==> src/rtl/ddr2_bridge.sv <==
// Bridges one-cycle cache line requests to a DDR2 memory controller's app interface.
// Requests are queued in a small FIFO and issued one at a time, strictly in order.
module ddr2_bridge #(
    parameter int REQ_DEPTH = 2
) (
    input  logic         clk,
    input  logic         rst_n,
    input  logic         ddr2_enable,
    input  logic         ddr2_read,
    input  logic [26:0]  ddr2_addr,
    input  logic [127:0] to_ddr2_data,
    output logic         ddr2_available,
    output logic [127:0] ddr2_data,
    output logic         busy,
    output logic         err_overflow,
    input  logic         init_calib_complete,
    output logic [26:0]  app_addr,
    output logic [2:0]   app_cmd,
    output logic         app_en,
    input  logic         app_rdy,
    output logic [127:0] app_wdf_data,
    output logic [15:0]  app_wdf_mask,
    output logic         app_wdf_wren,
    output logic         app_wdf_end,
    input  logic         app_wdf_rdy,
    input  logic [127:0] app_rd_data,
    input  logic         app_rd_data_valid
);

    localparam int PW = (REQ_DEPTH > 2) ? 2 : 1;
    localparam int CW = PW + 1;
    localparam int EW = 1 + 23 + 128;
    localparam logic [CW-1:0] FULL_CNT = CW'(REQ_DEPTH);
    localparam logic [CW-1:0] ONE_CNT  = CW'(1);
    localparam logic [PW-1:0] LAST_PTR = PW'(REQ_DEPTH - 1);
    localparam logic [PW-1:0] ONE_PTR  = PW'(1);

    typedef enum logic [1:0] {
        IDLE    = 2'd0,
        WR      = 2'd1,
        RD_CMD  = 2'd2,
        RD_WAIT = 2'd3
    } state_t;

    logic [EW-1:0]  fifo_mem_r [REQ_DEPTH];
    logic [PW-1:0]  wr_ptr_r, rd_ptr_r;
    logic [CW-1:0]  count_r;
    logic           full_s, empty_s, pop_s, push_s, drop_s;
    logic [EW-1:0]  head_s;

    state_t         state_r, state_n;
    logic           app_en_r, app_en_n;
    logic [2:0]     app_cmd_r, app_cmd_n;
    logic [26:0]    app_addr_r, app_addr_n;
    logic [127:0]   wdf_data_r, wdf_data_n;
    logic           wdf_wren_r, wdf_wren_n;
    logic           wdf_end_r, wdf_end_n;
    logic           en_done_r, en_done_n;
    logic           wdf_done_r, wdf_done_n;
    logic [127:0]   rd_data_r, rd_data_n;
    logic           avail_r, avail_n;
    logic           err_overflow_r;

    // A full FIFO still accepts a push when the head is popped in the same cycle.
    assign full_s  = (count_r == FULL_CNT);
    assign empty_s = (count_r == {CW{1'b0}});
    assign pop_s   = (state_r == IDLE) && !empty_s && init_calib_complete;
    assign push_s  = ddr2_enable && (!full_s || pop_s);
    assign drop_s  = ddr2_enable && full_s && !pop_s;
    assign head_s  = fifo_mem_r[rd_ptr_r];

    // FIFO pointers, occupancy and the sticky overflow flag.
    always_ff @(posedge clk or negedge rst_n) begin
        if (!rst_n) begin
            wr_ptr_r       <= {PW{1'b0}};
            rd_ptr_r       <= {PW{1'b0}};
            count_r        <= {CW{1'b0}};
            err_overflow_r <= 1'b0;
        end else begin
            if (push_s) begin
                wr_ptr_r <= (wr_ptr_r == LAST_PTR) ? {PW{1'b0}} : wr_ptr_r + ONE_PTR;
            end
            if (pop_s) begin
                rd_ptr_r <= (rd_ptr_r == LAST_PTR) ? {PW{1'b0}} : rd_ptr_r + ONE_PTR;
            end
            case ({push_s, pop_s})
                2'b10:   count_r <= count_r + ONE_CNT;
                2'b01:   count_r <= count_r - ONE_CNT;
                default: count_r <= count_r;
            endcase
            if (drop_s) begin
                err_overflow_r <= 1'b1;
            end
        end
    end

    // FIFO storage; entries are only meaningful below count_r, so no reset is needed.
    always_ff @(posedge clk) begin
        if (push_s) begin
            fifo_mem_r[wr_ptr_r] <= {ddr2_read, ddr2_addr[26:4], to_ddr2_data};
        end
    end

    // Next-state and next-output decode; outputs are registered from these values.
    always_comb begin
        state_n    = state_r;
        app_en_n   = app_en_r;
        app_cmd_n  = app_cmd_r;
        app_addr_n = app_addr_r;
        wdf_data_n = wdf_data_r;
        wdf_wren_n = wdf_wren_r;
        wdf_end_n  = wdf_end_r;
        en_done_n  = en_done_r;
        wdf_done_n = wdf_done_r;
        rd_data_n  = rd_data_r;
        avail_n    = 1'b0;
        case (state_r)
            IDLE: begin
                if (pop_s) begin
                    app_en_n   = 1'b1;
                    app_addr_n = {head_s[150:128], 4'b0000};
                    en_done_n  = 1'b0;
                    wdf_done_n = 1'b0;
                    if (head_s[151]) begin
                        state_n   = RD_CMD;
                        app_cmd_n = 3'b001;
                    end else begin
                        state_n    = WR;
                        app_cmd_n  = 3'b000;
                        wdf_data_n = head_s[127:0];
                        wdf_wren_n = 1'b1;
                        wdf_end_n  = 1'b1;
                    end
                end else begin
                    state_n = IDLE;
                end
            end
            WR: begin
                // Command and data handshakes complete independently, in either order.
                if (app_en_r && app_rdy) begin
                    app_en_n  = 1'b0;
                    en_done_n = 1'b1;
                end else begin
                    app_en_n  = app_en_r;
                    en_done_n = en_done_r;
                end
                if (wdf_wren_r && app_wdf_rdy) begin
                    wdf_wren_n = 1'b0;
                    wdf_end_n  = 1'b0;
                    wdf_done_n = 1'b1;
                end else begin
                    wdf_wren_n = wdf_wren_r;
                    wdf_end_n  = wdf_end_r;
                    wdf_done_n = wdf_done_r;
                end
                if (en_done_n && wdf_done_n) begin
                    state_n = IDLE;
                end else begin
                    state_n = WR;
                end
            end
            RD_CMD: begin
                if (app_rdy) begin
                    app_en_n = 1'b0;
                    state_n  = RD_WAIT;
                end else begin
                    state_n = RD_CMD;
                end
            end
            RD_WAIT: begin
                if (app_rd_data_valid) begin
                    rd_data_n = app_rd_data;
                    avail_n   = 1'b1;
                    state_n   = IDLE;
                end else begin
                    state_n = RD_WAIT;
                end
            end
            default: begin
                state_n    = IDLE;
                app_en_n   = 1'b0;
                wdf_wren_n = 1'b0;
                wdf_end_n  = 1'b0;
            end
        endcase
    end

    // State and registered output update.
    always_ff @(posedge clk or negedge rst_n) begin
        if (!rst_n) begin
            state_r    <= IDLE;
            app_en_r   <= 1'b0;
            app_cmd_r  <= 3'b000;
            app_addr_r <= 27'd0;
            wdf_data_r <= 128'd0;
            wdf_wren_r <= 1'b0;
            wdf_end_r  <= 1'b0;
            en_done_r  <= 1'b0;
            wdf_done_r <= 1'b0;
            rd_data_r  <= 128'd0;
            avail_r    <= 1'b0;
        end else begin
            state_r    <= state_n;
            app_en_r   <= app_en_n;
            app_cmd_r  <= app_cmd_n;
            app_addr_r <= app_addr_n;
            wdf_data_r <= wdf_data_n;
            wdf_wren_r <= wdf_wren_n;
            wdf_end_r  <= wdf_end_n;
            en_done_r  <= en_done_n;
            wdf_done_r <= wdf_done_n;
            rd_data_r  <= rd_data_n;
            avail_r    <= avail_n;
        end
    end

    assign ddr2_available = avail_r;
    assign ddr2_data      = rd_data_r;
    assign busy           = full_s;
    assign err_overflow   = err_overflow_r;
    assign app_addr       = app_addr_r;
    assign app_cmd        = app_cmd_r;
    assign app_en         = app_en_r;
    assign app_wdf_data   = wdf_data_r;
    assign app_wdf_mask   = 16'h0000;
    assign app_wdf_wren   = wdf_wren_r;
    assign app_wdf_end    = wdf_end_r;

endmodule

==> config.mk <==
export PLATFORM = sky130hd
export DESIGN_NAME = ddr2_bridge
export DESIGN_NICKNAME = d
export VERILOG_FILES = /design/src/rtl/ddr2_bridge.sv
export SDC_FILE = /design/constraint.sdc
export NUM_CORES = 1
export LEC_CHECK = 0
export CORE_ASPECT_RATIO = 1.1
export CORE_MARGIN = 4
export CORE_UTILIZATION = 30
export DETAILED_ROUTE_END_ITERATION = 10
export SLEW_MARGIN = 20
export SYNTH_ARGS = -nofsm -noshare
export SYNTH_HDL_FRONTEND = slang
export SYNTH_SLANG_ARGS = --single-unit
==> constraint.sdc <==
create_clock -name clk -period 15.05 [get_ports clk]
set_clock_uncertainty 0.2 [all_clocks]
set_input_delay 4.515 -clock clk [delete_from_list [all_inputs] [get_ports clk]]
set_output_delay 4.515 -clock clk [all_outputs]
set_load 0.02 [all_outputs]
==> results.py <==
metrics = {
    "synthesis": {
        "synth_async_sr_flop_share": 0.4899,
        "syn_area_mm2": 0.02188,
        "ys_seq_elements": 596,
        "ys_seq_area_frac": 0.7512,
        "synth-edff-count": 304,
        "ys_warn_count": 0,
        "synth_ff_type": "edfxtp_1",
        "synth_top_area_frac": 0.4172,
        "synth_area_leaders": "edfxtp_1 (42%), dfrtp_1 (33%), mux2i_1 (7.0%)",
        "syn_area_per_cell_um2": 16.27,
        "synth_top_area_cell": "edfxtp_1",
        "ys_top_cells_by_count": "edfxtp_1 (304), dfrtp_1 (292), o21ai_0 (217)",
        "yosysMostFrequentCell": "edfxtp_1",
        "synth_cells": 1345,
        "yosysUniqueCellTypes": 38,
    },
    "cells_and_area": {
        "multi_input_area_mm2": 0.004961,
        "regArea_mm2": 0.01644,
        "fillers": 6450,
        "drive_above_1_share": 0.1336,
        "stdcell_count": 2926,
        "area.growth.synth_to_final_pct": 40.63,
        "nets": 2216,
    },
    "clock_tree": {
        "cts.clk_slew.worst_paths_ns": 0.06,
        "tritoncts": "built",
        "clockBufferDepth": 3,
        "insertion_delay_ns": 0.59,
        "root_buffer": "clkbuf_16",
        "cts_setup_buffers": 0,
        "cts.sinks": 596,
        "numCtsBuffers": 67,
        "h-tree-depth": 3,
        "cts_resized": 0,
        "holdBufCountCts": 0,
    },
    "critical_path": {
        "cp-end-kind": "register",
        "path_buf_inv": 3,
        "arrival_ns": 7.17,
        "cp_top_family": "buffers and inverters",
        "path_class": "in -> reg",
        "required_ns": 15.06,
        "reg2reg_from": "state_r[1]$_DFF_PN0_",
        "cp_common_cell": "buf_4",
        "crit_start": "init_calib_complete",
        "critical-path-slowest-cell": "buf_4",
        "cp_cell_sequence": "clkdlybuf4s50_1, and2_1, o21ai_1, nor2_4, buf_4, buf_4",
        "critPathMaxStageDelay_ns": 0.75,
        "cp_max_fo": 52,
        "start_kind": "input port",
    },
    "floorplan": {
        "initial_core_util": 0.3037,
        "io_pins": 599,
        "die_h_um": 291.2,
        "rows": 103,
        "die_w_um": 265.5,
        "die-area_mm2": 0.07732,
        "core-area_mm2": 0.07204,
    },
    "power": {
        "power_mw": 6.447,
        "powerDensity_mw_per_mm2": 209.5,
        "ir_drop_uv": 115.5,
        "leakagePower_nw": 12.02,
    },
    "detailed_routing": {
        "totalWireLength_um": 60250,
        "drt_first_iter_violations": 703,
        "route.detailed.drc": 0,
        "route.vias.total": 13487,
        "wire_per_inst_um": 20.59,
        "post_drt_via_cell_ratio": 4.609,
        "ant_nets": 0,
        "drt_first_pass_iters": 5,
    },
    "placement": {
        "dpl.cell_count": 2796,
        "port_buffers": 572,
        "dp_hpwl_um": 38620,
        "post-place-ws_ns": 7.232,
        "gp_congestion": 0.8369,
    },
    "timing": {
        "whs_ns": 0.2774,
        "setup_slack_ns": 7.889,
        "setup_viol": 0,
        "period_needed_ns": 7.161,
        "slew_headroom": 0.2706,
        "slew_viol_final": 0,
        "fin_setup_tns_ns": 0,
        "worstMarginPinSlew_ns": 1.094,
        "timing.fmax_ghz": 0.1396,
        "final_hold_viol_count": 0,
        "min_period_over_period": 0.4758,
        "rsz0062_at_grt": "no",
    },
    "worst_hold_path": {
        "min_path_type": "reg -> reg",
        "hp-start": "app_addr[12]$_DFFE_PN0P_",
    },
    "global_route": {
        "grt_max_degree": 153,
        "grt_pass1_wl_um": 90080,
        "grt_pass1_vias": 14317,
        "grtUsageTotal": 0.1502,
        "grt-ovfl-total": 0,
        "antenna_found_initial": 7,
    },
    "run_status": {
        "status": "completed",
    },
    "run": {
        "maxCapViolCount": 0,
    },
}
-- state kept, by name, indices dropped and copies added, names as in the netlist --
register / count
app_en: 1
app_wdf_end: 1
err_overflow: 1
wdf_done_r: 1
ddr2_data: 128
app_addr: 23
app_cmd: 1
app_wdf_data: 128
rd_ptr_r: 1
state_r: 2
count_r: 2
wr_ptr_r: 1
en_done_r: 1
ddr2_available: 1
fifo_mem_r: 304
-- cells in the final DEF (no fill, tap or decap), drive strengths merged --
cell / count
buf: 18
o21ai: 282
nor2: 4
inv: 11
xnor2: 2
o22ai: 1
conb: 22
nor3: 4
clkdlybuf4s50: 571
nand2: 28
nor2b: 2
a21boi: 1
ha: 4
a21o: 1
clkinvlp: 3
diode: 5
a31o: 1
o211a: 1
nand2b: 1
o21ba: 2
a22oi: 1
nand3: 1
mux2: 130
clkinv: 17
edfxtp: 304
dfrtp: 292
o21a: 1
o211ai: 4
a21oi: 9
clkbuf: 96
a311o: 1
a221o: 1
bufinv: 4
and2: 2
a211oi: 2
mux2i: 152
-- metrics by stage --
step,utilization,cell area (um^2)
6_report,0.4271,30770
5_1_grt,0.4270,30760
3_3_place_gp,0.3952,28470
2_1_floorplan,-,21960
4_1_cts,0.4266,30730
3_5_place_dp,0.3952,28470
-- metal layers --
| metal | global-route usage | part of all wire |
|---|---|---|
| met4 | 0.05683 | 0.030 |
| met1 | 0.1700 | 0.37 |
| met3 | 0.05292 | 0.089 |
| met2 | 0.2604 | 0.51 |
| met5 | 0 | 0.00056 |
-- area by class of cell --
type / instances / area share
multi-input combinational: 660 / 0.1612
sequential: 596 / 0.5343
antenna: 5 / 0.0004066
clock inverter: 28 / 0.01106
clock buffer: 96 / 0.06230
tap: 945 / 0.03843
timing repair buffer: 589 / 0.1914
inverter: 7 / 0.0008539
-- cells by family after synthesis --
| logic type | Yosys count | synth area share |
|---|---|---|
| adder cells (fa/ha/maj) | 4 | 0.002288 |
| flip-flops | 596 | 0.7512 |
| AO/OA/AOI/OAI | 308 | 0.07365 |
| multiplexers | 282 | 0.1366 |
| AND/OR/NAND/NOR | 42 | 0.008063 |
| buffers and inverters | 110 | 0.02722 |
| other | 1 | 0.0001714 |
| XOR/XNOR | 2 | 0.0008007 |
-- path summary, 6_finish.rpt --
path                                                end  slack (ns)  depth (start not counted)
min in group asynchronous  app_wdf_data[79]$_DFFE_PN0P_        3.66                          1
max                        fifo_mem_r[1][132]$_DFFE_PP_        7.89                          6
max in group asynchronous     ddr2_data[85]$_DFFE_PN0P_        8.98                          3
min                            app_addr[12]$_DFFE_PN0P_        0.28                          2
max reg2reg                fifo_mem_r[1][132]$_DFFE_PP_       11.36                          7
min reg2reg                    app_addr[12]$_DFFE_PN0P_        0.28                          2
-- report_power, final --
group / leakage, nW / internal, mW / switching, mW
sequential: 6.53 / 2.29 / 0.251
clock: 1.10 / 0.970 / 0.670
combinational: 4.39 / 1.01 / 1.26
total: 12.0 / 4.27 / 2.18
-- worst register-to-register path, delay by kind of cell, from the launching register on --
family	cells	cell delay (ns)
compound gates	1	0.23
fa+ha+maj	1	0.49
buf+inv	3	1.49
flops	1	0.40
simple gates	2	0.45
(Power assumes the default switching activity.)
